## config.mk

```make
export PLATFORM = sky130hd
export DESIGN_NAME = decpt_bin
export DESIGN_NICKNAME = d
export VERILOG_FILES = /design/src/rtl/decpt_bin_pkg.sv /design/src/rtl/decpt_bin_dec_bin.sv /design/src/rtl/decpt_bin.sv
export SDC_FILE = /design/constraint.sdc
export NUM_CORES = 1
export LEC_CHECK = 0
export CORE_AREA = 5 5 65 55
export DETAILED_ROUTE_END_ITERATION = 12
export DIE_AREA = 0 0 70 60
export GPL_TIMING_DRIVEN = 0
export PLACE_DENSITY = 0.71
export RECOVER_POWER = 100
export SETUP_SLACK_MARGIN = 0.2
export SLEW_MARGIN = 20
export SYNTH_ARGS = -nofsm -noshare
export SYNTH_HDL_FRONTEND = slang
export SYNTH_HIERARCHICAL = 1
export SYNTH_SLANG_ARGS = --single-unit
```

## constraint.sdc

```tcl
create_clock -name clk -period 5.2 [get_ports clk]
set_clock_uncertainty 0.15 [all_clocks]
set_input_delay 0.52 -clock clk [delete_from_list [all_inputs] [get_ports clk]]
set_output_delay 0.52 -clock clk [all_outputs]
set_load 0.05 [all_outputs]
```

## src/rtl/decpt_bin_pkg.sv

```systemverilog
// ---------------------------------------------------------------------------
// decpt_bin_pkg
// Shared definitions for the decpt_bin down-counter timer. The state
// encodings are fixed (IDLE=0, RUN=1, EXPIRED=2) so the testbench can import
// the same names as the RTL.
// ---------------------------------------------------------------------------
package decpt_bin_pkg;

    typedef enum logic [1:0] {
        ST_IDLE    = 2'd0,
        ST_RUN     = 2'd1,
        ST_EXPIRED = 2'd2
    } state_t;

endpackage

```

## src/rtl/decpt_bin_dec_bin.sv

```systemverilog
// ---------------------------------------------------------------------------
// dec_bin
// Combinational decrement datapath for the decpt_bin timer.
// Ports:
//   i_val    [SIZE-1:0]  value to decrement
//   o_dec    [SIZE-1:0]  i_val - 1 (the caller never uses it when i_val == 0)
//   o_is_one             high when i_val == 1, i.e. the next active edge expires
// ---------------------------------------------------------------------------
module dec_bin #(
    parameter int SIZE = 8
) (
    input  logic [SIZE-1:0] i_val,
    output logic [SIZE-1:0] o_dec,
    output logic            o_is_one
);

    localparam logic [SIZE-1:0] ONE = {{(SIZE-1){1'b0}}, 1'b1};

    assign o_dec    = i_val - ONE;
    assign o_is_one = (i_val == ONE);

endmodule

```

## src/rtl/decpt_bin.sv

```systemverilog
// ---------------------------------------------------------------------------
// decpt_bin
// Loadable binary down-counter (timer) with IDLE / RUN / EXPIRED states and
// an optional auto-reload of the last loaded value at expiry.
// Ports:
//   clk       clock, all state updates on the rising edge
//   reset     asynchronous active-high reset
//   activate  count enable in RUN; in EXPIRED, low returns to IDLE
//   load      captures val on the next edge (has priority over counting)
//   reload    at expiry: 1 = restart from saved value, 0 = go to EXPIRED
//   val       [SIZE-1:0] start value
//   cpt       [SIZE-1:0] current count (registered)
//   busy      high while in RUN (registered)
//   done      one-cycle pulse on the expiry edge (registered)
// ---------------------------------------------------------------------------
module decpt_bin
    import decpt_bin_pkg::*;
#(
    parameter int SIZE = 8
) (
    input  logic            clk,
    input  logic            reset,
    input  logic            activate,
    input  logic            load,
    input  logic            reload,
    input  logic [SIZE-1:0] val,
    output logic [SIZE-1:0] cpt,
    output logic            busy,
    output logic            done
);

    localparam logic [SIZE-1:0] ZERO = {SIZE{1'b0}};

    state_t          r_state;
    logic [SIZE-1:0] r_cpt;
    logic [SIZE-1:0] r_saved;
    logic            r_busy;
    logic            r_done;

    state_t          w_state_nx;
    logic [SIZE-1:0] w_cpt_nx;
    logic [SIZE-1:0] w_saved_nx;
    logic            w_done_nx;
    logic [SIZE-1:0] w_dec;
    logic            w_is_one;

    dec_bin #(
        .SIZE (SIZE)
    ) u_dec (
        .i_val    (r_cpt),
        .o_dec    (w_dec),
        .o_is_one (w_is_one)
    );

    // Next-state, next-count and done-pulse decision; load overrides everything.
    always_comb begin
        w_state_nx = r_state;
        w_cpt_nx   = r_cpt;
        w_saved_nx = r_saved;
        w_done_nx  = 1'b0;
        if (load) begin
            if (val != ZERO) begin
                w_cpt_nx   = val;
                w_saved_nx = val;
                w_state_nx = ST_RUN;
            end else begin
                w_cpt_nx   = ZERO;
                w_state_nx = ST_IDLE;
            end
        end else begin
            case (r_state)
                ST_IDLE: begin
                    w_state_nx = ST_IDLE;
                end
                ST_RUN: begin
                    if (activate) begin
                        if (w_is_one) begin
                            w_done_nx = 1'b1;
                            if (reload) begin
                                w_cpt_nx = r_saved;
                            end else begin
                                w_cpt_nx   = ZERO;
                                w_state_nx = ST_EXPIRED;
                            end
                        end else if (r_cpt != ZERO) begin
                            w_cpt_nx = w_dec;
                        end else begin
                            // Never decrement from zero, whatever got us here.
                            w_cpt_nx = ZERO;
                        end
                    end else begin
                        w_cpt_nx = r_cpt;
                    end
                end
                ST_EXPIRED: begin
                    w_cpt_nx = ZERO;
                    if (!activate) begin
                        w_state_nx = ST_IDLE;
                    end else begin
                        w_state_nx = ST_EXPIRED;
                    end
                end
                default: begin
                    w_state_nx = ST_IDLE;
                    w_cpt_nx   = ZERO;
                end
            endcase
        end
    end

    // State, count, saved value and registered outputs.
    always_ff @(posedge clk or posedge reset) begin
        if (reset) begin
            r_state <= ST_IDLE;
            r_cpt   <= ZERO;
            r_saved <= ZERO;
            r_busy  <= 1'b0;
            r_done  <= 1'b0;
        end else begin
            r_state <= w_state_nx;
            r_cpt   <= w_cpt_nx;
            r_saved <= w_saved_nx;
            r_busy  <= (w_state_nx == ST_RUN);
            r_done  <= w_done_nx;
        end
    end

    assign cpt  = r_cpt;
    assign busy = r_busy;
    assign done = r_done;

endmodule

```

# Word level (Yosys, flattened, before mapping)
# Index checks and enable logic that the tools add are counted.
# word_totals
regBits,20
elab_cells,35
output_inout_bits,10
# classes
n_mux,18
eq_ne,6
n_reduce_logical,5
addsub,1
# ops
op,n
$mux W8,6
$pmux W8 S2,1
$reduce_bool A8 Y1,2
$mux W2,5
$eq A8 B1 Y1 const B,1
$sub A8 B1 Y8 const B,1
$mux W1,5
$eq A2 B1 Y1 const B,2
$pmux W2 S2,1
$reduce_and A2 Y1,2
$ne A3 B3 Y1 const B,1
$eq A2 B2 Y1 const B,1
$logic_not A2 Y1,1
$ne A2 B2 Y1 const B,1

# Logic depth before layout (Yosys ltp)
# depth
ltp_word,6
ltp_mapped,7
depth_no_buf,7

# Hierarchy
# Netlist, hierarchy kept.
# by_module_without_submodules
module,seq_area_each_um2,area_each_um2,cells_each,instances
decpt_bin,500.5,934.6,83,1
dec_bin,0.0,155.1,21,1

# Worst setup path before layout
# No wires, ideal clock.
# synth_path
kind,flip-flop to flip-flop
start,register r_cpt[4] (netlist: cpt[4])
end,register r_cpt[2] (netlist: cpt[2])
t_required_ns,4.968
synth_period_minus_slack_ns,2.052
setup_time_ns,0.082
path_stages_with_launch,7
arrival_time_ns,1.820
slack_ns,3.148
path_buffers,0
path_cell_list,dfrtp_1 -> nor4_2 -> and3_1 -> nand2_1 -> nor2_1 -> a22oi_1 -> a31oi_1
# synth_lines
item,line,rtl
start: declaration,decpt_bin.sv:35,logic [SIZE-1:0] r_cpt;
start signal: assignment,decpt_bin.sv:121,r_cpt <= w_cpt_nx;
$eq A8 B1 Y1,decpt_bin_dec_bin.sv:20,assign o_is_one = (i_val == ONE);
net w_is_one,decpt_bin.sv:45,logic w_is_one;
$mux W8,decpt_bin.sv:77,if (w_is_one) begin
$mux W8,decpt_bin.sv:76,if (activate) begin
$pmux W8 S2,decpt_bin.sv:71,case (r_state)
$mux W8,decpt_bin.sv:61,if (load) begin
# The timed path passes the listed nets, and every way through them passes these cells. The select of a mux whose other input is x is not followed.
# A chain may end at the register's enable or synchronous reset.

# Final worst setup path
# layout_path
start,input port val[2]
end,register r_saved[1]
# layout_via
elab_chain_cells,2
# layout_lines
item,line,rtl
start: declaration,decpt_bin.sv:26,"input logic [SIZE-1:0] val,"
$reduce_bool A8 Y1,decpt_bin.sv:62,if (val != ZERO) begin
$reduce_and A2 Y1 (no source line),n/a,
end signal: assignment,decpt_bin.sv:122,r_saved <= w_saved_nx;
end: declaration,decpt_bin.sv:36,logic [SIZE-1:0] r_saved;
# No other way between the ends.

==> flow_summary.ini <==
[floorplan]
fp.dieArea_um2 = 4200
num_io_pins = 23
rows = 18
fp.dieH_um = 60
die_x_um = 70
start_util_pct = 37.22
core-area_um2 = 2928

[timing]
hold_violations = 0
drv_slew = 0
period_needed_ps = 2756
rsz0062_at_grt = false
final.setup.tns_ps = 0
fin_crit_sh_pct = 52.99
setup_viol = 0
worstMarginPinSlew_ps = 1015
fmax_mhz = 362.9
slew_headroom_pct = 31.59

[cts]
cts_sinks = 20
clock_latency_ps = 310
post_cts_buffers = 0
cts_hold_buf = 0
clock_path_buffers = 2
cts_tree = yes
cts_buffers = 3
clk_pin_slew_worst_paths_ps = 100
cts-root-buf = clkbuf_4
h-tree-depth = 1
cts_resized = 0

[worst_setup_path]
critPathMaxStageDelay_ps = 810
crit_family = compound AO/OA/AOI/OAI gates
startpoint_type = primary input
r2r_slack_ps = 3020
setup.worst_path.class = in -> reg
path_cells = dlygate4sd3_1, or4_2, o21ai_0, a22o_1
worst_setup_path_end_kind = flop
critPathArrivalTime_ps = 2840
critPathBufInv = 1
crit_fanout = 10
worstPathRequired_ps = 5290
critPathSlowestCell = o21ai_0

[route]
ant_nets = 0
routed_wl_mm = 2.539
vias_per_cell = 5.400
via_count = 918
drc = 0
drt_pass1_iterations = 5
wl_per_cell_um = 14.94
drt_iter0_drc = 94

[grt]
grt_pass1_vias = 889
antenna_found_initial = 0
grt_usage_pct = 12.95
gr-total-overflow = 0
grt_first_pass_wirelength_mm = 4.202
grt_max_degree = 21

[synthesis]
syn_avg_cell_area_um2 = 10.48
async_flop_share_pct = 100.0
synthFlopType = dfrtp_1
seq_area_frac_synth_pct = 45.92
synth_edf_count = 0
ys_warn_count = 6
synth_top_cell_by_area = dfrtp_1
synthesis.instances = 104
synth_seq_cells = 20
netlist.area_leader.share_pct = 45.92
synth_area_um2 = 1090
yosys-top-cells-area = dfrtp_1, a222oi_1, a22o_1
syn_nets = 122
synth_cell_types = 27

[pwr]
powerDensity_nw_per_um2 = 296.9
ir_worst_vdd_mv = 0.1579
total_power_uw = 408.6
p_leak_uw = 0.0005912

[run_status]
outcome = complete, no violations

[placed_design]
dp_hpwl_mm = 1.938
place_congestion = 0.8322
dp_cells = 166
portBuffers = 22

[flow_run]
maxCapViolCount = 0

[layout]
final_cells = 170
areaGrowthSynthToFinish_pct = 26.29
final_common_cell = dfrtp_1
drive_gt1_share_pct = 9.231
layout.cells.most_common_list = dfrtp_1, nor2_1, dlygate4sd3_1
diodes = 0
nets = 149
final_util_pct = 47.01

[hold_path]
min_path_type = reg -> reg
-- area by class of cell --
cell class / instances / area (um2)
fill: 278 / 1551
sequential: 20 / 500.5
buffer: 3 / 15.01
timing repair buffer: 22 / 220.2
clock buffer: 4 / 36.28
multi-input combinational: 75 / 531.8
inverter: 6 / 22.52
tap: 40 / 50.05
-- sequential cells by signal, summed over array words and instances, names as in the netlist --
register,flops
r_saved,8
r_state,2
cpt,8
busy,1
done,1
-- metrics by stage --
step / worst slack [ps] / hold WS, ps / cell area, um2
finish: 2444 / 369.2 / 1376
global placement: 2959 / 333.6 / 1360
detailed placement: 2956 / 343.0 / 1360
CTS: 2818 / 367.3 / 1396
floorplan: 3148 / 313.9 / 1090
global route: 2281 / 382.2 / 1376
-- Yosys cell counts (3+ instances only) --
cell type	count
a21oi_1	8
a22o_1	8
xor2_1	4
nand2_1	7
ha_1	5
a222oi_1	7
nor2_1	13
buf_2	3
dfrtp_1	20
inv_1	6
-- path summary, 6_finish.rpt --
check | end | cells past startpoint | start
setup / recovery | r_saved[1]$_DFFE_PP0P_ | 4 | val[2]
hold / removal | r_saved[3]$_DFFE_PP0P_ | 1 | r_saved[3]$_DFFE_PP0P_
setup reg to reg | cpt[2]$_DFFE_PP0P_ | 6 | cpt[3]$_DFFE_PP0P_
hold reg to reg | r_saved[3]$_DFFE_PP0P_ | 1 | r_saved[3]$_DFFE_PP0P_
max in group asynchronous | r_saved[5]$_DFFE_PP0P_ | 2 | reset
min in group asynchronous | r_saved[4]$_DFFE_PP0P_ | 2 | reset
-- logic make-up (layout without fill, tap and decap cells) --
family / Yosys count / after routing / synth area share, %
flops: 20 / 20 / 45.92
xor+xnor: 6 / 6 / 4.822
fa+ha+maj: 5 / 5 / 5.741
buf+inv: 9 / 35 / 3.444
compound gates: 30 / 30 / 22.27
simple gates: 34 / 34 / 17.80
-- power breakdown --
group          internal (uW)  total, uW  leakage (uW)  switching, uW
Clock                   42.8       90.4     0.0000210           47.6
Combinational           48.0        125      0.000327           76.7
Sequential               171        193      0.000243           22.1
-- metal layers --
layer  share of wire, %  track usage (%)  vias to the layer above
met5                  0                0                        -
met3                7.0            3.866                        4
met4                1.4            4.372                        0
met2                 46            20.32                       35
met1                 46            17.20                      434
li1                   -                -                      445
Power figures use the tool's default switching activity.
